[src/rtl/quad_pkg.sv]
// Shared phase encodings, default sizes and the phase-transition classifier
// used by the quadrature decoder.
package quad_pkg;

    localparam int POS_W_DEF    = 8;
    localparam int FILT_LEN_DEF = 3;

    localparam logic [1:0] PH_00 = 2'b00;
    localparam logic [1:0] PH_01 = 2'b01;
    localparam logic [1:0] PH_11 = 2'b11;
    localparam logic [1:0] PH_10 = 2'b10;

    typedef enum logic [1:0] {
        TR_NONE = 2'd0,
        TR_FWD  = 2'd1,
        TR_REV  = 2'd2,
        TR_ILL  = 2'd3
    } trans_t;

    function automatic logic [1:0] fwd_next(input logic [1:0] ph);
        logic [1:0] nxt;
        case (ph)
            PH_00:   nxt = PH_01;
            PH_01:   nxt = PH_11;
            PH_11:   nxt = PH_10;
            default: nxt = PH_00;
        endcase
        return nxt;
    endfunction

    // Any change that is neither one step forward nor one step back flips both bits.
    function automatic trans_t classify(input logic [1:0] prev, input logic [1:0] cur);
        trans_t t;
        if (cur == prev)                t = TR_NONE;
        else if (fwd_next(prev) == cur) t = TR_FWD;
        else if (fwd_next(cur) == prev) t = TR_REV;
        else                            t = TR_ILL;
        return t;
    endfunction

endpackage

[src/rtl/quad_filter.sv]
// Two-flop synchronizer followed by a consecutive-sample glitch filter for one
// quadrature channel.
module quad_filter
    import quad_pkg::*;
#(
    parameter int FILT_LEN = FILT_LEN_DEF
) (
    input  logic clk,
    input  logic arst_n,
    input  logic din,
    output logic dout
);

    localparam logic [3:0] CNT_TC = 4'(FILT_LEN - 1);

    logic       sync1;
    logic       sync2;
    logic       level;
    logic [3:0] cnt;

    // Level flips on the FILT_LEN-th consecutive disagreeing sample.
    always_ff @(posedge clk or negedge arst_n) begin
        if (!arst_n) begin
            sync1 <= 1'b0;
            sync2 <= 1'b0;
            level <= 1'b0;
            cnt   <= 4'd0;
        end else begin
            sync1 <= din;
            sync2 <= sync1;
            if (sync2 == level) begin
                cnt <= 4'd0;
            end else if (cnt == CNT_TC) begin
                level <= sync2;
                cnt   <= 4'd0;
            end else begin
                cnt <= cnt + 4'd1;
            end
        end
    end

    assign dout = level;

endmodule

[src/rtl/quad_decoder.sv]
// Quadrature decoder: filtered A/B phase tracking, step/direction pulses,
// wrapping position counter and sticky illegal-transition flag.
module quad_decoder
    import quad_pkg::*;
#(
    parameter int POS_W    = POS_W_DEF,
    parameter int FILT_LEN = FILT_LEN_DEF
) (
    input  logic             clk,
    input  logic             arst_n,
    input  logic             a_in,
    input  logic             b_in,
    input  logic             en,
    input  logic             clr,
    input  logic             err_clr,
    output logic             step,
    output logic             dir,
    output logic [POS_W-1:0] pos,
    output logic             err
);

    logic       a_filt;
    logic       b_filt;
    logic [1:0] phase;
    logic [1:0] prev_phase;
    trans_t     trans;
    logic       fwd_ok;
    logic       rev_ok;

    quad_filter #(.FILT_LEN(FILT_LEN)) u_filt_a (
        .clk    (clk),
        .arst_n (arst_n),
        .din    (a_in),
        .dout   (a_filt)
    );

    quad_filter #(.FILT_LEN(FILT_LEN)) u_filt_b (
        .clk    (clk),
        .arst_n (arst_n),
        .din    (b_in),
        .dout   (b_filt)
    );

    assign phase  = {a_filt, b_filt};
    assign trans  = classify(prev_phase, phase);
    assign fwd_ok = en && (trans == TR_FWD);
    assign rev_ok = en && (trans == TR_REV);

    // Phase tracking and error detection ignore en so re-enable is glitch-free.
    always_ff @(posedge clk or negedge arst_n) begin
        if (!arst_n) begin
            prev_phase <= PH_00;
            step       <= 1'b0;
            dir        <= 1'b0;
            err        <= 1'b0;
            pos        <= '0;
        end else begin
            prev_phase <= phase;
            step       <= fwd_ok || rev_ok;

            if (fwd_ok)      dir <= 1'b1;
            else if (rev_ok) dir <= 1'b0;

            if (trans == TR_ILL) err <= 1'b1;
            else if (err_clr)    err <= 1'b0;

            if (clr)         pos <= '0;
            else if (fwd_ok) pos <= pos + POS_W'(1);
            else if (rev_ok) pos <= pos - POS_W'(1);
        end
    end

endmodule

[config.mk]
export PLATFORM = sky130hd
export DESIGN_NAME = quad_decoder
export DESIGN_NICKNAME = d
export VERILOG_FILES = /design/src/rtl/quad_pkg.sv /design/src/rtl/quad_filter.sv /design/src/rtl/quad_decoder.sv
export SDC_FILE = /design/constraint.sdc
export NUM_CORES = 1
export LEC_CHECK = 0
export ABC_AREA = 1
export CAP_MARGIN = 25
export CORE_ASPECT_RATIO = 1.2
export CORE_MARGIN = 1
export CORE_UTILIZATION = 52
export DETAILED_ROUTE_END_ITERATION = 10
export PLACE_DENSITY = 0.75
export SETUP_SLACK_MARGIN = 0.2
export SLEW_MARGIN = 20
export SYNTH_ARGS = -nofsm -noshare
export SYNTH_HDL_FRONTEND = slang
export SYNTH_HIERARCHICAL = 1
export SYNTH_SLANG_ARGS = --single-unit
[constraint.sdc]
create_clock -name clk -period 2.1 [get_ports clk]
set_input_delay 0.42 -clock clk [delete_from_list [all_inputs] [get_ports clk]]
set_output_delay 0.42 -clock clk [all_outputs]
set_load 0.01 [all_outputs]
[Yosys cells after proc, flatten, opt, wreduce, memory -nomap -nowiden]
Index checks and enable logic that the tools add are counted.
Storage, ports and cells
  register bits after elaboration: 27
  input port bits: 7
Cells by class
  equality and inequality tests: 14
  add/sub/neg operators: 4
  bitwise gates (word level): 2
  reduce and logical (&&, ||, !) cells: 10
  multiplexer cells: 19
Operator list (count)
  two-way mux 8 bit: 3
  two-way mux 4 bit: 4
  one-hot mux 2 bit (3 select lines): 2
  two-way mux 2 bit: 5
  adder 4 x 1 -> 4 bit (second input constant): 2
  adder 8 x 1 -> 8 bit (second input constant): 1
  == test 2 bit (second input constant): 4
  == test 4 x 2 -> 1 bit (second input constant): 2
  subtractor 8 x 1 -> 8 bit (second input constant): 1
  == test 2 x 1 -> 1 bit (second input constant): 3
  == test 2 bit: 3
  two-way mux 1 bit: 5
  zero test 2 bit: 2
  AND reduction 2 bit: 2
  nonzero test 2 bit: 2
  nonzero test 3 bit: 1
  == test 1 bit: 2
  logical AND 1 bit: 2
  NOT 1 bit: 2
  logical OR 1 bit: 1

[Logic depth before layout (Yosys ltp)]
Gate-level depths: netlist (run 1).
  depth after elaboration: 15
  gate-level depth with buffers: 13
  gate-level depth less buffers: 13

[By module]
The synthesis (run 1) kept the hierarchy.
By module, submodules not included
  quad_decoder: sequential area each 325.3 um^2, cells an instance 117, times used 1, area an instance 880.8 um^2
  quad_filter (u_filt_a): sequential area each 175.2 um^2, cells an instance 30, times used 1, area an instance 304.0 um^2
  quad_filter (u_filt_b): sequential area each 175.2 um^2, cells an instance 31, times used 1, area an instance 297.8 um^2

[Worst setup path before layout (run 1)]
Ideal clock, no wire load.
  kind: register to register
  start point: register u_filt_b.level (netlist: u_filt_b/dout)
  end point: register pos[7]
  data arrival time: 1806 ps
  library setup time: 117 ps
  stages on the path, launching flop included: 12
  slack: 176 ps
  cell sequence: dfrtp_1 inv_2 nand2_1 nand2_1 nand3_1 ha_1 a21oi_1 nand2_1 a21oi_1 nand3_1 nand3_1 nand2_1
On the way
  longest elaborated chain between the ends: 12
RTL lines
  from (decl): line quad_filter.sv:18  | logic level;
  from (signal assigned): line quad_filter.sv:34  | level <= sync2;
  == test 2 bit (tied with other cells): line quad_pkg.sv:22  | case (ph)
  one-hot mux 2 bit (3 select lines): line quad_pkg.sv:22
  two-way mux 2 bit: line quad_pkg.sv:35  | else if (fwd_next(prev) == cur) t = TR_FWD;
  two-way mux 2 bit: line quad_pkg.sv:34  | if (cur == prev) t = TR_NONE;
  == test 2 bit: line quad_pkg.sv:36  | else if (fwd_next(cur) == prev) t = TR_REV;
  two-way mux 1 bit: line quad_pkg.sv:36
  two-way mux 2 bit: line quad_pkg.sv:35
  two-way mux 2 bit *: line quad_pkg.sv:34
  == test 2 x 1 -> 1 bit: line quad_decoder.sv:46  | assign fwd_ok = en && (trans == TR_FWD);
  logical AND 1 bit: line quad_decoder.sv:46
  two-way mux 8 bit: line quad_decoder.sv:68  | else if (fwd_ok) pos <= pos + POS_W'(1);
  two-way mux 8 bit: line quad_decoder.sv:67  | if (clr) pos <= '0;
  to (signal assigned): line quad_decoder.sv:68
  to (signal assigned): line quad_decoder.sv:69  | else if (rev_ok) pos <= pos - POS_W'(1);
  to (decl): line quad_decoder.sv:18  | output logic [POS_W-1:0] pos,
Every way passes the cells marked *; elsewhere a longest branch is shown, timed or not. The select of a mux whose other input is x is not followed.
A chain may end at the register's enable or synchronous reset.

[Final worst setup path (run 1)]
  start point: register prev_phase[1]
  end point: register pos[7]
On the way
  longest elaborated chain between the ends: 10
RTL lines
  from (decl): line quad_decoder.sv:25  | logic [1:0] prev_phase;
  from (signal assigned): line quad_decoder.sv:58  | prev_phase <= phase;
  == test 2 bit (tied with other cells): line quad_pkg.sv:22
  one-hot mux 2 bit (3 select lines): line quad_pkg.sv:22
  two-way mux 2 bit: line quad_pkg.sv:34
  == test 2 bit: line quad_pkg.sv:35
  two-way mux 2 bit: line quad_pkg.sv:35
  two-way mux 2 bit *: line quad_pkg.sv:34
  == test 2 x 1 -> 1 bit: line quad_decoder.sv:46
  logical AND 1 bit: line quad_decoder.sv:46
  two-way mux 8 bit: line quad_decoder.sv:68
  two-way mux 8 bit: line quad_decoder.sv:67
Marked as above.

==> results.py, run 1 <==
metrics = {
    "yosys": {
        "syn_nets": 196,
        "yosys.area.top_type": "dfrtp_1",
        "ys_seq_area_share_pct": 45.6,
        "synth_top_area_share_pct": 45.6,
        "yosys_warnings": 6,
        "yosysMostFrequentCell": "nand2_1",
        "synth.area.top_cells": "dfrtp_1 (46%), nand2_1 (14%), ha_1 (8.4%)",
        "yosys-top-cells-count": "nand2_1 (57), dfrtp_1 (27), inv_1 (25)",
        "synth_cell_types": 21,
        "synthFlopType": "dfrtp_1",
        "synth_seq_cells": 27,
        "async_reset_ff_share_pct": 100,
        "synth.avg_cell_area_um2": 8.33,
        "synth_edf_count": 0,
        "synthCells": 178,
        "synth_area_um2": 1480,
    },
    "die": {
        "ioPinCount": 18,
        "die_x_um": 50.7,
        "start_util_pct": 56.4,
        "rows": 20,
        "core_area_um2": 2630,
        "die_h_um": 60.5,
        "dieArea_um2": 3070,
    },
    "finish": {
        "fin_util_pct": 74.8,
        "antenna_cells": 0,
        "nets": 235,
        "n_fill_cell": 198,
        "drive_gt1_share_pct": 26.4,
        "area_growth_pct": 32.5,
    },
    "clocking": {
        "numCtsBuffers": 3,
        "clock_latency_ps": 320,
        "htree_levels": 1,
        "clock-sinks": 27,
        "cts_root_buf": "clkbuf_4",
        "tritoncts": "built",
        "holdBufCountCts": 0,
        "clk_transition_reported_paths_ps": 140,
        "clockBufferDepth": 2,
    },
    "global_routing": {
        "grt_pass1_wl_mm": 5.38,
        "grt_pass1_vias": 1284,
        "grt_start_max_net_pins": 28,
        "antenna_found_initial": 0,
        "grt_overflow_total": 0,
        "grt_usage_pct": 23.9,
    },
    "placed_design": {
        "place_congestion": 0.847,
        "dp.final_hpwl_mm": 2.18,
        "io_buffers": 17,
    },
    "drt": {
        "ant_nets": 0,
        "dr.pass1.iters": 4,
        "wl_per_cell_um": 12.8,
        "totalWireLength_mm": 3.20,
        "drc": 0,
        "drt_iter0_drc": 25,
        "vias_per_cell": 5.12,
        "num_vias": 1275,
    },
    "sta": {
        "min_period_over_period_pct": 89.5,
        "setup_violations": 0,
        "rsz0062_at_grt": "yes",
        "finalHoldViolCount": 0,
        "slew_violations": 0,
        "slew-limit-headroom_pct": 76.8,
        "final.min_clock_period_ps": 1880,
        "worst_slew_pin_slew_ps": 349,
        "skew_ps": 3.93,
        "fmax_mhz": 532,
    },
    "pwr": {
        "power_frac_comb_pct": 64.4,
        "p_sw_mw": 1.36,
        "p_int_mw": 1.71,
        "seqPwrFrac_pct": 28.4,
        "clkPwrFrac_pct": 7.3,
        "p_leak_nw": 0.964,
        "fin_total_pwr_mw": 3.06,
        "switching_share_pct": 44.3,
        "power.density_nw_per_um2": 1560,
        "max-vdd-ir-drop_mv": 0.979,
    },
    "hold_path": {
        "min_path_type": "flip-flop to flip-flop",
        "min_path_cells": 0,
    },
    "status": {
        "outcome": "finished, final reports clean",
    },
    "worst_setup_path": {
        "path_max_fanout": 7,
        "reg2reg_depth": 14,
        "worstPathArrival_ps": 2110,
        "cp-end-kind": "flip-flop",
        "worstSetupStartpointType": "flip-flop",
        "path_class": "flip-flop to flip-flop",
        "cp.required_ps": 2330,
    },
    "job": {
        "cap_violations": 0,
    },
}
[area by class of cell]
| cell class | count | area [um2] | share of cell area [%] |
|---|---|---|---|
| timing repair buffer | 34 | 302 | 15.4 |
| tap | 33 | 41.3 | 2.10 |
| clock buffer | 3 | 22.5 | 1.15 |
| sequential | 27 | 677 | 34.5 |
| inverter | 28 | 108 | 5.48 |
| multi-input combinational | 123 | 810 | 41.2 |
| clock inverter | 1 | 5.00 | 0.255 |
[cell families after synthesis]
logic type,Yosys count,synth area share [%]
and+or+nand+nor,89,27.6
adders and majority gates,11,9.79
xor gates and xnor gates,7,4.14
AOI/OAI and AO/OA,16,5.65
buffers and inverters,28,7.26
DFF,27,45.6
[sequential cells by signal, summed over array words and instances (netlist names)]
name and count:
u_filt_b/sync1 1, prev_phase 2, u_filt_a/cnt 4, u_filt_b/sync2 1, u_filt_a/sync1 1, pos 8, err 1, u_filt_b/cnt 4
step 1, u_filt_a/sync2 1, u_filt_b/dout 1, dir 1, u_filt_a/dout 1
[cell usage in the layout, fill, tap and decap left out, types with 2 or more instances in the layout]
| cell | synthesis | layout |
|---|---|---|
| nand2_1 | 57 | 50 |
| dfrtp_1 | 27 | 26 |
| inv_1 | 25 | 20 |
| clkdlybuf4s50_1 | 0 | 17 |
| buf_4 | 0 | 16 |
| nand2_2 | 4 | 10 |
| o21ai_1 | 9 | 9 |
| nor2_1 | 10 | 9 |
| inv_2 | 2 | 7 |
| nand3_1 | 7 | 6 |
| nand4_1 | 5 | 5 |
| xnor2_1 | 5 | 5 |
| ha_4 | 0 | 5 |
| ha_1 | 10 | 5 |
| nand2_4 | 2 | 3 |
| nor2_2 | 2 | 3 |
| clkbuf_4 | 0 | 3 |
| a21oi_1 | 4 | 2 |
| a31oi_1 | 2 | 2 |
| a21oi_2 | 0 | 2 |
| xor2_1 | 2 | 2 |
[path summary, 6_finish.rpt]
| kind | startpoint | endpoint | slack (ps) |
|---|---|---|---|
| setup / recovery | prev_phase[1] | pos[7] | 220 |
| hold / removal | u_filt_b/sync1 | u_filt_b/sync2 | 370 |
| setup reg to reg | prev_phase[1] | pos[7] | 220 |
| hold reg to reg | u_filt_b/sync1 | u_filt_b/sync2 | 370 |
| max in group asynchronous | arst_n | u_filt_a/dout | 1390 |
| min in group asynchronous | arst_n | prev_phase[1] | 450 |
[per-stage QoR]
step	instance area (um2)	hold slack [ps]	std cells	TNS, ps	setup slack, ps
CTS	1910	375	246	0	209
global placement	1790	336	240	-166	-66.0
detailed placement	1790	347	240	-515	-147
finish	1960	373	249	0	220
global route	1960	365	249	0	104
floorplan	1490	124	178	0	265
[power by group through the flow]
stage / logic, mW / clock network, mW / registers (mW)
2_1_floorplan: 0.995 / 0 / 0.882
3_3_place_gp: 1.53 / 0 / 0.858
3_5_place_dp: 1.60 / 0 / 0.867
4_1_cts: 1.78 / 0.233 / 0.864
5_1_grt: 2.19 / 0.247 / 0.896
6_report: 1.97 / 0.222 / 0.870
[layer usage]
| layer | vias up | global-route usage [%] | wire length (um) | part of all wire, % |
|---|---|---|---|---|
| met3 | 10 | 2.76 | 97 | 3.0 |
| met1 | 606 | 26.1 | 1310 | 41 |
| met4 | 0 | 11.5 | 104 | 3.3 |
| li1 | 634 | - | - | - |
| met5 | - | 0 | 0 | 0 |
| met2 | 25 | 45.9 | 1690 | 53 |
[critical path: stages (launching register included)]
cell	delay, ps
dfrtp_1	440
inv_2	70
nand2_1	60
nand2_2	110
nand3_4	160
buf_6	180
ha_4	260
nand2_4	80
inv_2	40
nand2_2	60
nand2_1	50
a21oi_1	110
nand3_1	80
nand3_1	70
nand2_1	50
[timing repair]
| item | in CTS | in global routing |
|---|---|---|
| setup buffers | 2 | 3 |
| pin swaps | 2 | 5 |
| endpoints found under the setup margin | 6 | 6 |
| gates resized for setup | 11 | 14 |
| cloned | 0 | 0 |
(Power assumes the default switching activity.)
==> run 2: changes to the inputs <==
Settings changed: CORE_MARGIN 1 to 4.
==> results.py, run 2 (synthesized netlist as in run 1, its figures left out) <==
metrics = {
    "clocking": {
        "htree_levels": 1,
        "clockBufferDepth": 2,
        "tritoncts": "built",
        "cts_root_buf": "clkbuf_4",
        "clk_transition_reported_paths_ps": 150,
        "holdBufCountCts": 0,
        "clock-sinks": 27,
        "clock_latency_ps": 330,
        "numCtsBuffers": 3,
    },
    "job": {
        "cap_violations": 0,
    },
    "worst_setup_path": {
        "cp.required_ps": 2330,
        "worstSetupStartpointType": "flip-flop",
        "path_class": "flip-flop to flip-flop",
        "path_max_fanout": 8,
        "crit-reg2reg-launch": "prev_phase[1]",
        "worstPathArrival_ps": 2130,
        "startpoint": "prev_phase[1]",
        "cp-end-kind": "flip-flop",
    },
    "finish": {
        "nets": 239,
        "largest_reg_flops": 8,
        "antenna_cells": 0,
        "top_register": "pos",
        "n_fill_cell": 177,
        "multi_input_area_um2": 817,
        "largest_registers": "pos x8, u_filt_a/cnt x4, u_filt_b/cnt x4",
        "area_growth_pct": 34.9,
        "fin_util_pct": 76.1,
        "final_common_cell": "nand2_1",
        "layout_common_cells": "nand2_1 (49), dfrtp_1 (26), inv_1 (23)",
        "drive_gt1_share_pct": 27.3,
        "regArea_um2": 677,
    },
    "global_routing": {
        "antenna_found_initial": 0,
        "grt_overflow_total": 0,
        "grt_pass1_wl_mm": 4.76,
        "grt_start_max_net_pins": 28,
        "grt_pass1_vias": 1113,
        "grt_usage_pct": 16.3,
    },
    "status": {
        "outcome": "finished, final reports clean",
    },
    "die": {
        "start_util_pct": 56.4,
        "dieArea_um2": 3770,
        "ioPinCount": 18,
        "rows": 20,
        "core_area_um2": 2630,
        "die_x_um": 56.7,
        "die_h_um": 66.5,
    },
    "hold_path": {
        "min-delay-start": "u_filt_b/sync1",
        "min_path_type": "flip-flop to flip-flop",
    },
    "sta": {
        "setup_violations": 0,
        "worst_slew_pin_slew_ps": 343,
        "final.min_clock_period_ps": 1900,
        "skew_ps": 5.45,
        "rsz0062_at_grt": "yes",
        "slew_violations": 0,
        "finalHoldViolCount": 0,
        "fmax_mhz": 527,
        "slew-limit-headroom_pct": 77.1,
        "min_period_over_period_pct": 90.4,
    },
    "drt": {
        "wl_per_cell_um": 12.0,
        "vias_per_cell": 4.91,
        "num_vias": 1242,
        "ant_nets": 0,
        "drt_iter0_drc": 22,
        "totalWireLength_mm": 3.05,
        "drc": 0,
        "dr.pass1.iters": 4,
    },
    "placed_design": {
        "dp.final_hpwl_mm": 2.11,
        "io_buffers": 17,
        "place_congestion": 0.821,
    },
    "pwr": {
        "max-vdd-ir-drop_mv": 1.09,
        "fin_total_pwr_mw": 3.08,
        "power.density_nw_per_um2": 1540,
        "p_leak_nw": 0.986,
    },
}
[run 2: routing by layer]
layer	vias up	global-route usage (%)	part of all wire [%]
met5	-	0	0
met4	0	5.22	0.92
met2	18	28.9	52
li1	640	-	-
met3	4	2.71	2.5
met1	580	20.2	45
[run 2: metrics by stage]
stage	cells	worst slack [ps]	TNS, ps	hold WS, ps	instance area [um2]
finish	253	201	0	377	2000
floorplan	178	265	0	124	1490
CTS	247	197	0	368	1850
global placement	240	-65.2	-162	336	1790
global route	253	54.8	0	366	2000
detailed placement	240	-104	-290	347	1790
[run 2: layout make-up]
type                    count  share of cell area (%)
clock buffers               3                    1.13
clock inverters             1                   0.375
inverters                  28                    5.38
multi-input cells         123                    40.8
flip-flops and latches     27                    33.8
well taps                  33                    2.06
repair buffers             38                    16.4
[run 2: final timing paths]
path                                   to  slack [ps]  cells past startpoint
min in group asynchronous          pos[2]         440                      2
min reg2reg                u_filt_b/sync2         380                      0
max                                pos[3]         200                     10
max reg2reg                        pos[3]         200                     10
min                        u_filt_b/sync2         380                      0
max in group asynchronous   u_filt_a/dout        1390                      2
[run 2: critical path, cell delays in order (launching register included)]
cell and delay (ps):
dfrtp_1 430, inv_1 80, nand2_1 60, nand2_2 120, nand3_4 190, ha_4 310
a21oi_2 140, nand2_2 110, buf_4 150, xnor2_1 130, o21ai_1 80
[run 2: report_power, final]
| group | internal [mW] | switching, mW |
|---|---|---|
| Sequential | 0.687 | 0.177 |
| Clock | 0.0729 | 0.160 |
| Combinational | 0.982 | 1.00 |
| Total | 1.74 | 1.34 |
[run 2: timing repair]
action | 4_1_cts | 5_1_grt
pin swaps | 0 | 12
endpoints found under the setup margin | 5 | 6
gates resized for setup | 3 | 20
setup buffers | 3 | 6
endpoints found under the hold margin | 0 | 0
==> run 3: changes to the inputs <==
Settings changed: CORE_MARGIN 4 to default.
==> results of run 3 <==
No change in the layout: final DEF, timing and power equal those of run 1.
